`src/rtl/bfp_seq.sv`:
```
// Sequential body-fat estimator: BMI via restoring divide, linear fit, second divide, category.
// Optional BFP_SEQ_ERR_EN adds an err port and a zero-height short-cut to DONE.
module bfp_seq #(
   parameter int W = 8
) (
   input  logic         clk,
   input  logic         rst_n,
   input  logic         in_valid,
   output logic         in_ready,
   input  logic [W-1:0] weight,
   input  logic [W-1:0] height,
   input  logic [W-1:0] age,
   input  logic         sex,
   output logic         out_valid,
   input  logic         out_ready,
   output logic [W-1:0] bfp,
`ifdef BFP_SEQ_ERR_EN
   output logic         err,
`endif
   output logic [2:0]   bfprange
);

   localparam int NW = W + 14;
   localparam int DW = 2 * W;
   localparam int CW = $clog2(NW + 1);

   localparam logic [2:0] S_IDLE  = 3'd0;
   localparam logic [2:0] S_PREP  = 3'd1;
   localparam logic [2:0] S_DIV1  = 3'd2;
   localparam logic [2:0] S_LIN   = 3'd3;
   localparam logic [2:0] S_DIV2  = 3'd4;
   localparam logic [2:0] S_CLASS = 3'd5;
   localparam logic [2:0] S_DONE  = 3'd6;
   localparam logic [2:0] S_ERR   = 3'd7;

   logic [2:0]    state;
   logic [W-1:0]  w_r, h_r, a_r;
   logic          s_r;
   logic [NW-1:0] num, quo;
   logic [DW-1:0] den, rem;
   logic [CW-1:0] cnt;

   logic [DW:0]   rsh;
   logic [DW-1:0] diff;
   logic          ge;
   logic [W-1:0]  qsat;
   int            p_int;
   logic [NW-1:0] p_c;

   // One restoring step; an explicit compare keeps a zero divisor producing all-ones.
   always_comb begin
      rsh   = {rem, num[NW-1]};
      ge    = (rsh >= {1'b0, den});
      diff  = rsh[DW-1:0] - den;
      qsat  = (|quo[NW-1:W]) ? {W{1'b1}} : quo[W-1:0];
      p_int = 120 * int'(qsat) + 23 * int'(a_r) - (s_r ? 1080 : 0) - 540;
      p_c   = (p_int < 0) ? '0 : NW'(p_int);
   end

   function automatic logic [2:0] classify(input logic [W-1:0] v, input logic male);
      int b;
      b = int'(v);
      if (male) begin
         if (b < 6)       return 3'd0;
         else if (b < 14) return 3'd1;
         else if (b < 18) return 3'd2;
         else if (b < 25) return 3'd3;
         else             return 3'd4;
      end else begin
         if (b < 14)      return 3'd0;
         else if (b < 21) return 3'd1;
         else if (b < 25) return 3'd2;
         else if (b < 32) return 3'd3;
         else             return 3'd4;
      end
   endfunction

   assign in_ready  = (state == S_IDLE);
   assign out_valid = (state == S_DONE);

   always_ff @(posedge clk or negedge rst_n) begin
      if (!rst_n) begin
         state    <= S_IDLE;
         w_r      <= '0;
         h_r      <= '0;
         a_r      <= '0;
         s_r      <= 1'b0;
         num      <= '0;
         quo      <= '0;
         den      <= '0;
         rem      <= '0;
         cnt      <= '0;
         bfp      <= '0;
         bfprange <= '0;
`ifdef BFP_SEQ_ERR_EN
         err      <= 1'b0;
`endif
      end else begin
         case (state)
            S_IDLE: if (in_valid) begin
               w_r   <= weight;
               h_r   <= height;
               a_r   <= age;
               s_r   <= sex;
               state <= S_PREP;
            end
            S_PREP: begin
               num <= NW'(w_r) * NW'(10000);
               den <= DW'(h_r) * DW'(h_r);
               rem <= '0;
               quo <= '0;
               cnt <= CW'(NW - 1);
`ifdef BFP_SEQ_ERR_EN
               if (h_r == '0) state <= S_ERR;
               else           state <= S_DIV1;
`else
               state <= S_DIV1;
`endif
            end
            S_DIV1, S_DIV2: begin
               rem <= ge ? diff : rsh[DW-1:0];
               num <= num << 1;
               quo <= {quo[NW-2:0], ge};
               cnt <= cnt - 1'b1;
               if (cnt == '0) state <= (state == S_DIV1) ? S_LIN : S_CLASS;
            end
            // p is left-aligned so the shorter second divide still walks from the MSB.
            S_LIN: begin
               num   <= p_c << 2;
               den   <= DW'(100);
               rem   <= '0;
               quo   <= '0;
               cnt   <= CW'(W + 11);
               state <= S_DIV2;
            end
            S_CLASS: begin
               bfp      <= qsat;
               bfprange <= classify(qsat, s_r);
`ifdef BFP_SEQ_ERR_EN
               err      <= 1'b0;
`endif
               state    <= S_DONE;
            end
            S_ERR: begin
               bfp      <= '0;
               bfprange <= 3'd7;
`ifdef BFP_SEQ_ERR_EN
               err      <= 1'b1;
`endif
               state    <= S_DONE;
            end
            S_DONE: if (out_ready) state <= S_IDLE;
            default: state <= S_IDLE;
         endcase
      end
   end

endmodule

```
`config.mk`:
```
export PLATFORM = sky130hd
export DESIGN_NAME = bfp_seq
export DESIGN_NICKNAME = d
export VERILOG_FILES = /design/src/rtl/bfp_seq.sv
export SDC_FILE = /design/constraint.sdc
export NUM_CORES = 1
export LEC_CHECK = 0
export CAP_MARGIN = 20
export CORE_MARGIN = 2
export CORE_UTILIZATION = 45
export DETAILED_ROUTE_END_ITERATION = 8
export SLEW_MARGIN = 25
export SYNTH_ARGS = -nofsm -noshare
export SYNTH_HDL_FRONTEND = slang
export SYNTH_SLANG_ARGS = --single-unit
export TNS_END_PERCENT = 20
```
`constraint.sdc`:
```
create_clock -name clk -period 6.1 [get_ports clk]
set_input_delay 1.83 -clock clk [delete_from_list [all_inputs] [get_ports clk]]
set_output_delay 1.83 -clock clk [all_outputs]
set_load 0.01 [all_outputs]
```
==> summary.md <==
| Metric | Value |
|---|---|
| Depth of the worst hold-timing path | `2` |
| Worst rel slew slack | `40.9%` |
| Register area share after synthesis | `26.2%` |
| Fin. Hold Viols | `0` |
| Arr. time, crit path | `6360 ps` |
| Pre-CTS setup slack | `-143 ps` |
| Die width | `162 um` |
| Post-synthesis cell type count | `71` |
| Grt ovf | `0` |
| Die Footprint | `26,100 um^2` |
| Fin util | `53.7%` |
| Element type at the critical path end | `flop` |
| N_diodes | `0` |
| IO buf count | `41` |
| First-pass GRT wire length | `43,900 um` |
| Top-count cell post-synth | `inv_1` |
| Final min period | `6070 ps` |
| DP Cell Count | `1,626` |
| Vias | `8,804` |
| Clock net sink count | `117` |
| Post-synth ARST share | `100%` |
| Worst r2r src | `quo[20]` |
| Hold Buf Count CTS | `0` |
| Antenna-violating nets left | `0` |
| Initial antenna violation count | `0` |
| Area Growth Syn to Fin | `16.9%` |
| Initial Util | `45.9%` |
| Least-Margin Pin Slew | `885 ps` |
| H-tree depth | `4` |
| Total wire length | `25,400 um` |
| YS warnings | `0` |
| Routed len/inst | `15.2 um` |
| Largest net degree at the start of global routing | `48` |
| DR vias/cell | `5.28` |
| Top cells by count, synth | `inv_1 (174), nand2_1 (140), ha_1 (133)` |
| Row count | `57` |
| Status | `completed` |
| Top FF cell, synth | `dfrtp_1` |
| Area leader, netlist | `dfrtp_1` |
| Final #Nets | `1,567` |
| Mapped Cells | `1,260` |
| Non-Filler Instances | `1,668` |
| Filler cells | `2,256` |
| RR Endpoint | `num[12]` |
| Flop2flop setup slack | `30 ps` |
| Vias in the first global route | `8,705` |
| Syn_area_per_cell | `8.86 um^2` |
| Layout cells sized above 1 | `11.1%` |
| Post-route DRC | `0` |
| Clock Pin Slew Worst Setup and Hold Paths | `60 ps` |
| Area contributors post-synth | `dfrtp_1 (26%), ha_1 (15%), fa_1 (13%), inv_1 (5.9%), nand2_1 (4.7%)` |
| CP Launch Type | `flop` |
| I/O pins | `42` |
| Worst setup margin | `32.0 ps` |
| RSZ-0062 raised after global routing | `true` |
| Period utilization | `99.5%` |
| Post-synth EDFFs | `0` |
| Core Area | `24,300 um^2` |
| Max-slew violation count | `0` |
| Clock latency at the later pin of the worst-skew pair | `420 ps` |
| Clk root buf | `clkbuf_16` |
| Die height | `162 um` |
| Fmax | `165 MHz` |
| CTS Buf Count | `17` |
| CP required | `6390 ps` |
| Crit Path Max Fanout | `6` |
| Post-DP HPWL | `18,700 um` |
| Mapped Area | `11,200 um^2` |
| Clock buffer depth | `2` |
| Area fraction of the dominant cell type after synthesis | `26.2%` |
| Clock skew | `9.03 ps` |
| Post-route setup TNS | `0 ps` |
| FF+latch count, synth | `117` |
| Hold EP | `bfp[7]` |
| Placer Congestion | `0.838` |
| Final setup fails | `0` |
| Synthesized Nets | `1,496` |
| R2R depth | `26` |
| HP Class | `reg2reg` |
| CTS tree | `yes` |
| Total GRT Usage | `20.7%` |
| Max Cap Viol | `0` |
| Iteration-0 DRC Markers | `413` |
| DRT Pass-1 Iters | `5` |
| CP Class | `reg2reg` |
| Hold path start | `bfp[7]` |
worst max-delay path by stage:
stage                  from       to  slack [ps]  cells past startpoint
floorplan           quo[20]  num[10]           5                     26
global placement    quo[20]  num[13]          -6                     27
detailed placement  quo[20]  num[13]        -140                     27
CTS                 quo[13]  num[10]         -30                     26
global route        quo[20]  num[12]        -290                     26
finish              quo[20]  num[12]          30                     26
what timing repair did:
action / in CTS / in global routing
gates resized for setup: 9 / 20
setup buffers: 7 / 2
cloned: 0 / 1
pin swaps: 6 / 19
endpoints found under the setup margin: 16 / 17
layout by cell type (no fill, tap or decap), types with 6 or more instances in the layout:
| cell | synthesis | routed |
|---|---|---|
| dfrtp_1 | 117 | 117 |
| o21bai_1 | 7 | 7 |
| clkbuf_16 | 0 | 18 |
| nor2_1 | 75 | 66 |
| nand2b_1 | 12 | 12 |
| ha_1 | 133 | 128 |
| mux2_2 | 15 | 15 |
| o21ai_0 | 92 | 89 |
| buf_4 | 0 | 56 |
| nand2_1 | 140 | 140 |
| fa_1 | 74 | 73 |
| and2_1 | 15 | 15 |
| nor2_2 | 0 | 7 |
| mux2i_1 | 20 | 20 |
| xnor2_1 | 48 | 46 |
| a21oi_1 | 43 | 43 |
| inv_1 | 174 | 171 |
| a22o_1 | 9 | 9 |
| xor2_1 | 15 | 14 |
| o22ai_1 | 18 | 16 |
| clkdlybuf4s50_1 | 0 | 40 |
| a211oi_1 | 6 | 6 |
| nor2b_1 | 13 | 10 |
| a21o_1 | 12 | 12 |
| nor3_1 | 23 | 23 |
| nand3_1 | 37 | 37 |
per-layer routing:
layer	track usage, %	share of wire [%]	routed length [um]	vias up
met5	0	0	0	-
li1	-	-	-	4405
met3	2.98	2.8	716	17
met2	32.3	45	11400	123
met4	3.94	0.96	244	0
met1	30.8	51	13100	4259
state kept, by name (all words and copies together) (netlist names):
signal,cells
num,20
quo,22
bfp,8
state,3
h_r,8
bfprange,3
w_r,8
s_r,1
cnt,5
den,15
rem,16
a_r,8
critical path, cell delays in order (launching register included):
cell and delay (ps):
dfrtp_1 380, nor4_2 290, nand4_1 260, nor2_2 240
ha_4 230, ha_4 240, ha_4 290, xnor2_4 120
inv_2 50, fa_2 360, nor2b_4 120, o21ai_2 70
a21boi_2 160, o21ai_1 90, nand2b_1 150, xnor2_2 100
fa_1 510, inv_1 50, ha_2 160, or3_4 360
o21a_1 210, xor2_1 160, or3_4 370, or4b_4 510
o21bai_4 200, clkbuf_16 190, o22ai_1 60
area by class of cell:
cell class | instances | area [um^2] | area share (%)
Clock inverter | 11 | 125 | 0.959
Timing Repair Buffer | 99 | 877 | 6.72
Tap cell | 324 | 405 | 3.11
Sequential cell | 117 | 2930 | 22.4
Inverter | 175 | 657 | 5.03
Multi-Input combinational cell | 921 | 7580 | 58.1
Clock buffer | 21 | 470 | 3.61
cell families (layout without fill, tap and decap cells):
group                      after synthesis  count (layout)  share of synthesized area [%]
DFF                                    117             117                           26.2
AOI/OAI and AO/OA                      259             259                           15.0
muxes                                   35              35                           3.31
xor gates and xnor gates                63              63                           4.94
adders and majority gates              207             207                           28.2
other                                    2               2                         0.0673
and+or+nand+nor                        355             355                           14.8
buffers and inverters                  222             306                           7.55
through the flow:
stage	area, um^2	hold slack [ps]
after global routing	13000	536
after CTS	12900	495
after detailed placement	12200	475
after floorplan	11200	450
after global placement	12200	472
final	13000	490
Power is left out: the tool's default activity adds up to more than one toggle a clock period on the data nets, which glitch-free logic cannot reach.
